**config.mk**
```make
export PLATFORM = sky130hd
export DESIGN_NAME = axis_stim_check
export DESIGN_NICKNAME = d
export VERILOG_FILES = /design/src/rtl/axis_stim_check.sv
export SDC_FILE = /design/constraint.sdc
export NUM_CORES = 1
export LEC_CHECK = 0
export BUFFER_PORTS_ARGS = -buffer_cell sky130_fd_sc_hd__buf_2
export CAP_MARGIN = 20
export CORE_MARGIN = 10
export CORE_UTILIZATION = 33
export CTS_CLUSTER_SIZE = 24
export DETAILED_ROUTE_END_ITERATION = 8
export PLACE_DENSITY = 0.57
export RECOVER_POWER = 25
export SLEW_MARGIN = 20
export SYNTH_ARGS = -nofsm -noshare
export SYNTH_HDL_FRONTEND = slang
export SYNTH_SLANG_ARGS = --single-unit
```
**constraint.sdc**
```tcl
create_clock -name clk -period 6.29 [get_ports clk]
set_input_delay 0.3145 -clock clk [delete_from_list [all_inputs] [get_ports clk]]
set_output_delay 0.3145 -clock clk [all_outputs]
set_load 0.01 [all_outputs]
```
**src/rtl/axis_stim_check.sv**
```systemverilog
// axis_stim_check: AXI-stream packet generator with a loopback checker, watchdog and result counters.
// Define STIM_BACKPRESSURE_EN to throttle both handshakes with a 16-bit LFSR.
module axis_stim_check #(
    parameter int DATA_WIDTH = 64,
    parameter int NUM_PKTS   = 16,
    parameter int MAX_BEATS  = 16,
    parameter int TIMEOUT    = 4096
) (
    input  logic                    clk,
    input  logic                    reset,
    input  logic                    start,
    input  logic                    aux_resetn,
    output logic [DATA_WIDTH-1:0]   stream_out_DATA,
    output logic [DATA_WIDTH/8-1:0] stream_out_KEEP,
    output logic                    stream_out_LAST,
    output logic                    stream_out_VALID,
    input  logic                    stream_out_READY,
    input  logic [DATA_WIDTH-1:0]   stream_in_DATA,
    input  logic [DATA_WIDTH/8-1:0] stream_in_KEEP,
    input  logic                    stream_in_LAST,
    input  logic                    stream_in_VALID,
    output logic                    stream_in_READY,
    output logic                    done,
    output logic                    pass,
    output logic                    timeout,
    output logic [15:0]             tx_pkt_count,
    output logic [15:0]             rx_pkt_count,
    output logic [15:0]             err_count
);
    localparam int BYTES = DATA_WIDTH / 8;
    localparam int LANES = DATA_WIDTH / 32;
    localparam int KW    = $clog2(BYTES);
    localparam int WW    = $clog2(TIMEOUT + 1);

    typedef enum logic [1:0] {IDLE, SEND, FLUSH, DONE} state_t;

    state_t                  state_q, state_d;
    logic [15:0]             gen_pkt_q, gen_pkt_d, tx_cnt_q, tx_cnt_d, rx_cnt_q, rx_cnt_d, err_q, err_d;
    logic [11:0]             gen_beat_q, gen_beat_d, gen_lmod_q, gen_lmod_d;
    logic [11:0]             rx_beat_q, rx_beat_d, rx_lmod_q, rx_lmod_d;
    logic [KW-1:0]           gen_kmod_q, gen_kmod_d, rx_kmod_q, rx_kmod_d;
    logic                    vld_q, vld_d, last_q, last_d;
    logic [DATA_WIDTH-1:0]   data_q, data_d, exp_data, byte_mask;
    logic [BYTES-1:0]        keep_q, keep_d, exp_keep;
    logic [WW-1:0]           wd_q, wd_d;
    logic                    done_q, done_d, pass_q, pass_d, tout_q, tout_d;
    logic                    running, rx_rdy, tx_ok, out_hs, in_hs, launch, gen_last, exp_last, mismatch, tx_final;

    function automatic logic [DATA_WIDTH-1:0] beat_data(input logic [15:0] p, input logic [11:0] b);
        logic [DATA_WIDTH-1:0] d;
        d = '0;
        for (int j = 0; j < LANES; j++) d[32*j +: 32] = {p, b, 4'(j)};
        return d;
    endfunction

    function automatic logic [BYTES-1:0] beat_keep(input logic last, input logic [KW-1:0] k);
        return last ? {BYTES{1'b1}} >> k : {BYTES{1'b1}};
    endfunction

    assign running = (state_q == SEND) || (state_q == FLUSH);

`ifdef STIM_BACKPRESSURE_EN
    logic [15:0] lfsr_q, lfsr_d;
    always_comb lfsr_d = {lfsr_q[14:0], lfsr_q[15] ^ lfsr_q[13] ^ lfsr_q[12] ^ lfsr_q[10]};
    always_ff @(posedge clk or posedge reset) begin
        if (reset) lfsr_q <= 16'hACE1;
        else       lfsr_q <= lfsr_d;
    end
    assign rx_rdy = running & (lfsr_q[0] | lfsr_q[1]);
    assign tx_ok  = lfsr_q[2];
`else
    assign rx_rdy = running;
    assign tx_ok  = 1'b1;
`endif

    assign out_hs   = vld_q & stream_out_READY;
    assign in_hs    = stream_in_VALID & rx_rdy;
    assign gen_last = gen_beat_q == gen_lmod_q;
    assign launch   = (state_q == SEND) && (!vld_q || out_hs) && aux_resetn && tx_ok && (gen_pkt_q < 16'(NUM_PKTS));
    assign tx_final = (state_q == SEND) && out_hs && last_q && (tx_cnt_q == 16'(NUM_PKTS - 1));

    // The checker's expected packet index is simply the number of LAST beats received so far.
    always_comb begin
        exp_last  = rx_beat_q == rx_lmod_q;
        exp_keep  = beat_keep(exp_last, rx_kmod_q);
        exp_data  = beat_data(rx_cnt_q, rx_beat_q);
        byte_mask = '0;
        for (int k = 0; k < BYTES; k++) byte_mask[8*k +: 8] = {8{exp_keep[k]}};
        mismatch  = (rx_cnt_q >= 16'(NUM_PKTS)) || (stream_in_KEEP != exp_keep) ||
                    (stream_in_LAST != exp_last) || (|((stream_in_DATA ^ exp_data) & byte_mask));
    end

    always_comb begin
        state_d    = state_q;
        gen_pkt_d  = gen_pkt_q;
        gen_beat_d = gen_beat_q;
        gen_lmod_d = gen_lmod_q;
        gen_kmod_d = gen_kmod_q;
        vld_d      = vld_q;
        data_d     = data_q;
        keep_d     = keep_q;
        last_d     = last_q;
        tx_cnt_d   = tx_cnt_q;
        rx_cnt_d   = rx_cnt_q;
        rx_beat_d  = rx_beat_q;
        rx_lmod_d  = rx_lmod_q;
        rx_kmod_d  = rx_kmod_q;
        err_d      = err_q;
        wd_d       = wd_q;
        done_d     = done_q;
        pass_d     = pass_q;
        tout_d     = tout_q;
        if (out_hs) begin
            vld_d = 1'b0;
            if (last_q) tx_cnt_d = tx_cnt_q + 16'd1;
        end
        if (launch) begin
            vld_d  = 1'b1;
            data_d = beat_data(gen_pkt_q, gen_beat_q);
            keep_d = beat_keep(gen_last, gen_kmod_q);
            last_d = gen_last;
            if (gen_last) begin
                gen_pkt_d  = gen_pkt_q + 16'd1;
                gen_beat_d = '0;
                gen_lmod_d = (gen_lmod_q == 12'(MAX_BEATS - 1)) ? '0 : gen_lmod_q + 12'd1;
                gen_kmod_d = (gen_kmod_q == KW'(BYTES - 1)) ? '0 : gen_kmod_q + KW'(1);
            end else begin
                gen_beat_d = gen_beat_q + 12'd1;
            end
        end
        if (in_hs) begin
            wd_d = '0;
            if (mismatch && err_q != 16'hFFFF) err_d = err_q + 16'd1;
            if (stream_in_LAST) begin
                rx_cnt_d  = rx_cnt_q + 16'd1;
                rx_beat_d = '0;
                rx_lmod_d = (rx_lmod_q == 12'(MAX_BEATS - 1)) ? '0 : rx_lmod_q + 12'd1;
                rx_kmod_d = (rx_kmod_q == KW'(BYTES - 1)) ? '0 : rx_kmod_q + KW'(1);
            end else begin
                rx_beat_d = rx_beat_q + 12'd1;
            end
        end else if (running) begin
            wd_d = wd_q + WW'(1);
        end
        if (start && (state_q == IDLE || state_q == DONE)) begin
            state_d    = SEND;
            gen_pkt_d  = '0;
            gen_beat_d = '0;
            gen_lmod_d = '0;
            gen_kmod_d = '0;
            tx_cnt_d   = '0;
            rx_cnt_d   = '0;
            rx_beat_d  = '0;
            rx_lmod_d  = '0;
            rx_kmod_d  = '0;
            err_d      = '0;
            wd_d       = '0;
            done_d     = 1'b0;
            pass_d     = 1'b0;
            tout_d     = 1'b0;
        end else if (running && !in_hs && wd_q == WW'(TIMEOUT - 1)) begin
            state_d = DONE;
            vld_d   = 1'b0;
            done_d  = 1'b1;
            pass_d  = 1'b0;
            tout_d  = 1'b1;
        end else if (rx_cnt_d >= 16'(NUM_PKTS) && (state_q == FLUSH || tx_final)) begin
            state_d = DONE;
            done_d  = 1'b1;
            pass_d  = err_d == '0;
        end else if (tx_final) begin
            state_d = FLUSH;
        end
    end

    always_ff @(posedge clk or posedge reset) begin
        if (reset) begin
            state_q    <= IDLE;
            gen_pkt_q  <= '0;
            gen_beat_q <= '0;
            gen_lmod_q <= '0;
            gen_kmod_q <= '0;
            vld_q      <= 1'b0;
            data_q     <= '0;
            keep_q     <= '0;
            last_q     <= 1'b0;
            tx_cnt_q   <= '0;
            rx_cnt_q   <= '0;
            rx_beat_q  <= '0;
            rx_lmod_q  <= '0;
            rx_kmod_q  <= '0;
            err_q      <= '0;
            wd_q       <= '0;
            done_q     <= 1'b0;
            pass_q     <= 1'b0;
            tout_q     <= 1'b0;
        end else begin
            state_q    <= state_d;
            gen_pkt_q  <= gen_pkt_d;
            gen_beat_q <= gen_beat_d;
            gen_lmod_q <= gen_lmod_d;
            gen_kmod_q <= gen_kmod_d;
            vld_q      <= vld_d;
            data_q     <= data_d;
            keep_q     <= keep_d;
            last_q     <= last_d;
            tx_cnt_q   <= tx_cnt_d;
            rx_cnt_q   <= rx_cnt_d;
            rx_beat_q  <= rx_beat_d;
            rx_lmod_q  <= rx_lmod_d;
            rx_kmod_q  <= rx_kmod_d;
            err_q      <= err_d;
            wd_q       <= wd_d;
            done_q     <= done_d;
            pass_q     <= pass_d;
            tout_q     <= tout_d;
        end
    end

    assign stream_out_DATA  = data_q;
    assign stream_out_KEEP  = keep_q;
    assign stream_out_LAST  = last_q;
    assign stream_out_VALID = vld_q;
    assign stream_in_READY  = rx_rdy;
    assign done             = done_q;
    assign pass             = pass_q;
    assign timeout          = tout_q;
    assign tx_pkt_count     = tx_cnt_q;
    assign rx_pkt_count     = rx_cnt_q;
    assign err_count        = err_q;
endmodule

```
==> results.py <==
metrics = {
    "min_path": {
        "hold_class": "in -> reg",
        "holdPathStages": 4,
    },
    "placement": {
        "placed_cell_area_sq_um": 11200,
        "gp_routability_congestion": 0.838,
        "portBuffers": 197,
        "dpl.hpwl_mm": 19.9,
    },
    "yosys": {
        "synthSimpleGateAreaFrac": 0.233,
        "syn-cell-area_sq_um": 10200,
        "synth_cell_types": 61,
        "seq_area_frac_synth": 0.429,
        "synth_xor_area_frac": 0.135,
        "yosysWarnings": 0,
        "ys_seq_elements": 174,
        "yosys.area_share.adder": 0.0271,
        "synth_edf_count": 0,
        "synth_area_leaders": "dfrtp_1 (43%), xnor2_1 (7.0%), xor2_1 (6.5%), nor2_1 (5.2%), nand2_1 (3.0%)",
        "async_reset_ff_frac": 1.00,
        "synth.avg_cell_area_sq_um": 9.24,
        "ys.flop_type": "dfrtp_1",
        "synth_mux_area_frac": 0.0329,
        "syn_inst": 1099,
        "synth_top_family_by_area": "simple AND/OR/NAND/NOR gates",
        "synth-compound-area-share": 0.0822,
        "yosys.area.top_type_share": 0.429,
        "synth_top_area_cell": "dfrtp_1",
    },
    "sta": {
        "finalCriticalPeriod_ps": 4130,
        "worstMarginPinSlew_ps": 2770,
        "finalCritPeriodShare": 0.657,
        "max_freq_mhz": 242,
        "setup-tns-final_ps": 0,
        "rsz0062_at_grt": "no",
        "hold_viol_final": 0,
        "finalSetupViolCount": 0,
        "max-slew-margin-rel": -0.860,
        "finalMaxSlewViolations": 64,
        "skew_ps": 19.7,
    },
    "final_layout": {
        "area_growth_pct": 15.9,
        "final_nets": 1337,
        "fin_area_sq_um": 11800,
        "multi_input_area_sq_um": 5200,
        "seqCellArea_sq_um": 4350,
        "diodes": 0,
        "fin_util": 0.386,
        "nFillCells": 3095,
        "drive_gt1_frac": 0.176,
    },
    "power_and_ir_drop": {
        "p_leak_uw": 0.00543,
        "finalPower_uw": 3470,
        "ir_worst_vdd_mv": 0.149,
        "pwr_density_cell_nw_per_um2": 295,
    },
    "floorplan": {
        "die_x_um": 195,
        "io-pin-count": 205,
        "coreArea_sq_um": 30500,
        "start_util": 0.333,
        "die_y_um": 195,
        "dieArea_sq_um": 38200,
        "num_rows": 64,
    },
    "drt": {
        "wire_per_inst_um": 16.4,
        "vias_per_cell": 5.00,
        "vias": 8222,
        "route.detailed.drc": 0,
        "wl_mm": 26.9,
        "first_pass_iters": 5,
        "drtAntennaViolNets": 0,
        "drt_iter0_markers": 379,
    },
    "worst_setup_path": {
        "crit_slowest_cell": "nor4_1",
        "critPathMaxStageDelay_ps": 540,
        "cp_max_fo": 19,
        "cp.required_ps": 6640,
        "crit_buf_inv": 0,
        "cp_num_cells": 10,
        "arrival_ps": 4490,
        "path_cells": "xor2_1 -> nor4_1 -> nand4_1 -> or3_1 -> a32oi_1 -> nand4_4 -> and4_4 -> or4b_1 -> or4_1 -> o31ai_2",
        "crit_path_start_kind": "flop",
        "cp-end-kind": "flop",
        "criticalPathCategory": "reg -> reg",
        "reg2reg_depth": 10,
        "crit_family": "simple AND/OR/NAND/NOR gates",
    },
    "status": {
        "violations": "capacitance limit, slew limit",
        "status": "complete, but fails checks",
    },
    "cts": {
        "cts_made_buffers": 17,
        "cts_buffer_depth": 2,
        "htreeDepth": 4,
        "cts_tree": "yes",
        "clkTransAtPathRegs_ps": 80,
        "clock_sinks": 174,
        "cts_root_buf": "clkbuf_16",
        "insertion_delay_ps": 440,
    },
    "grt": {
        "grt_max_degree": 64,
        "antenna_found_initial": 0,
        "grt_first_pass_wirelength_mm": 44.2,
        "grt_pass1_vias": 8249,
        "grt_use_total": 0.138,
        "overflow": 0,
    },
    "run": {
        "drv_cap": 1,
    },
}
## per-stage QoR
step                      cells  worst slack, ps  hold WS [ps]
final                      1645             2160           233
after global routing       1645             1880           231
after CTS                  1645             2160           208
after detailed placement   1612             2170           436
after global placement     1612             2350           447
after floorplan            1105             1260           454
## routing by layer
metal	share of wire	vias up	wire (um)	track usage
li1	-	4028	-	-
met1	0.46	3997	12400	0.178
met2	0.47	179	12700	0.227
met3	0.053	18	1440	0.0327
met4	0.011	0	296	0.0342
met5	0	-	0	0
## timing repair
item	CTS	global route
endpoints found under the hold margin	61	0
hold buffers	1	0
gates resized for setup	0	0
setup buffers	0	0
## cells by family (layout without fill, tap and decap cells)
group | Yosys count | in the layout
buffers and inverters | 121 | 265
AO/OA/AOI/OAI | 134 | 134
other | 1 | 7
adder cells (fa/ha/maj) | 22 | 22
multiplexers | 31 | 31
AND/OR/NAND/NOR | 460 | 460
flip-flops | 174 | 174
XOR/XNOR | 156 | 156
## placed cells by master (no fill, tap or decap), types with 18 or more instances in the layout
| cell | netlist | routed |
|---|---|---|
| o21ai_0 | 38 | 38 |
| nand2_1 | 80 | 80 |
| inv_1 | 28 | 27 |
| or3_1 | 18 | 18 |
| nor3_1 | 23 | 23 |
| nor2_1 | 140 | 140 |
| clkbuf_1 | 44 | 55 |
| a21oi_1 | 43 | 43 |
| dfrtp_1 | 174 | 174 |
| and3_1 | 28 | 28 |
| buf_2 | 6 | 142 |
| ha_1 | 22 | 22 |
| xor2_1 | 75 | 75 |
| xnor2_1 | 81 | 81 |
| mux2_2 | 19 | 19 |
| nand3_1 | 51 | 51 |
| nand4_1 | 37 | 37 |
## flip-flops by register name (all words and copies together) (netlist names)
name,count
wd_q,13
gen_kmod_q,3
stream_out_LAST,1
gen_beat_q,12
rx_lmod_q,12
stream_out_DATA,28
err_count,16
timeout,1
rx_pkt_count,16
gen_pkt_q,16
stream_out_KEEP,8
stream_out_VALID,1
rx_beat_q,12
gen_lmod_q,12
pass,1
state_q,2
tx_pkt_count,16
rx_kmod_q,3
done,1
## cell type report
class,count,area share
well taps,396,0.0421
multi-input cells,810,0.442
clock buffers,17,0.0361
flip-flops and latches,174,0.370
repair buffers,204,0.0826
inverters,29,0.00936
clock inverters,15,0.0178
## path summary, 6_finish.rpt
kind / end / from / slack [ps]
hold / removal: stream_out_VALID / stream_out_READY / 230
max in group asynchronous: tx_pkt_count[9] / reset / 3270
hold reg to reg: timeout / timeout / 490
min in group asynchronous: rx_pkt_count[8] / reset / 1220
setup reg to reg: pass / rx_pkt_count[8] / 2160
setup / recovery: pass / rx_pkt_count[8] / 2160
## synth_stat cells (3+ instances only)
cell type and instances:
nor2_1 140, a22o_1 3, nand3b_1 3, a21oi_1 43, mux2_2 19, ha_1 22
and3_1 28, nand4_1 37, or2_2 6, nor4_1 16, nand3_1 51, buf_4 37
nor2b_1 17, o211ai_1 8, a32oi_1 3, and2_1 3, o21a_1 5, or3_1 18
nor4_4 3, a31oi_1 13, and4_1 8, inv_1 28, or4_1 4, nor3_1 23
buf_6 3, nand4b_1 3, clkbuf_1 44, o21ai_0 38, dfrtp_1 174, nor3b_1 3
mux2i_1 12, xnor2_1 81, nand2b_1 8, buf_2 6, a41oi_1 3, xor2_1 75
nand2_1 80
## tightest hold or removal path: cells and delay by family
family                 cells  cell delay [ps]
buffers and inverters      1              100
AND/OR/NAND/NOR            3              200
## where the power goes
group	switching, uW	leakage (uW)	internal [uW]	total (uW)
Combinational	479	0.00282	377	856
Clock	552	0.000303	553	1110
Sequential	234	0.00230	1280	1510
Total	1270	0.00543	2210	3470
(Power assumes the default switching activity.)
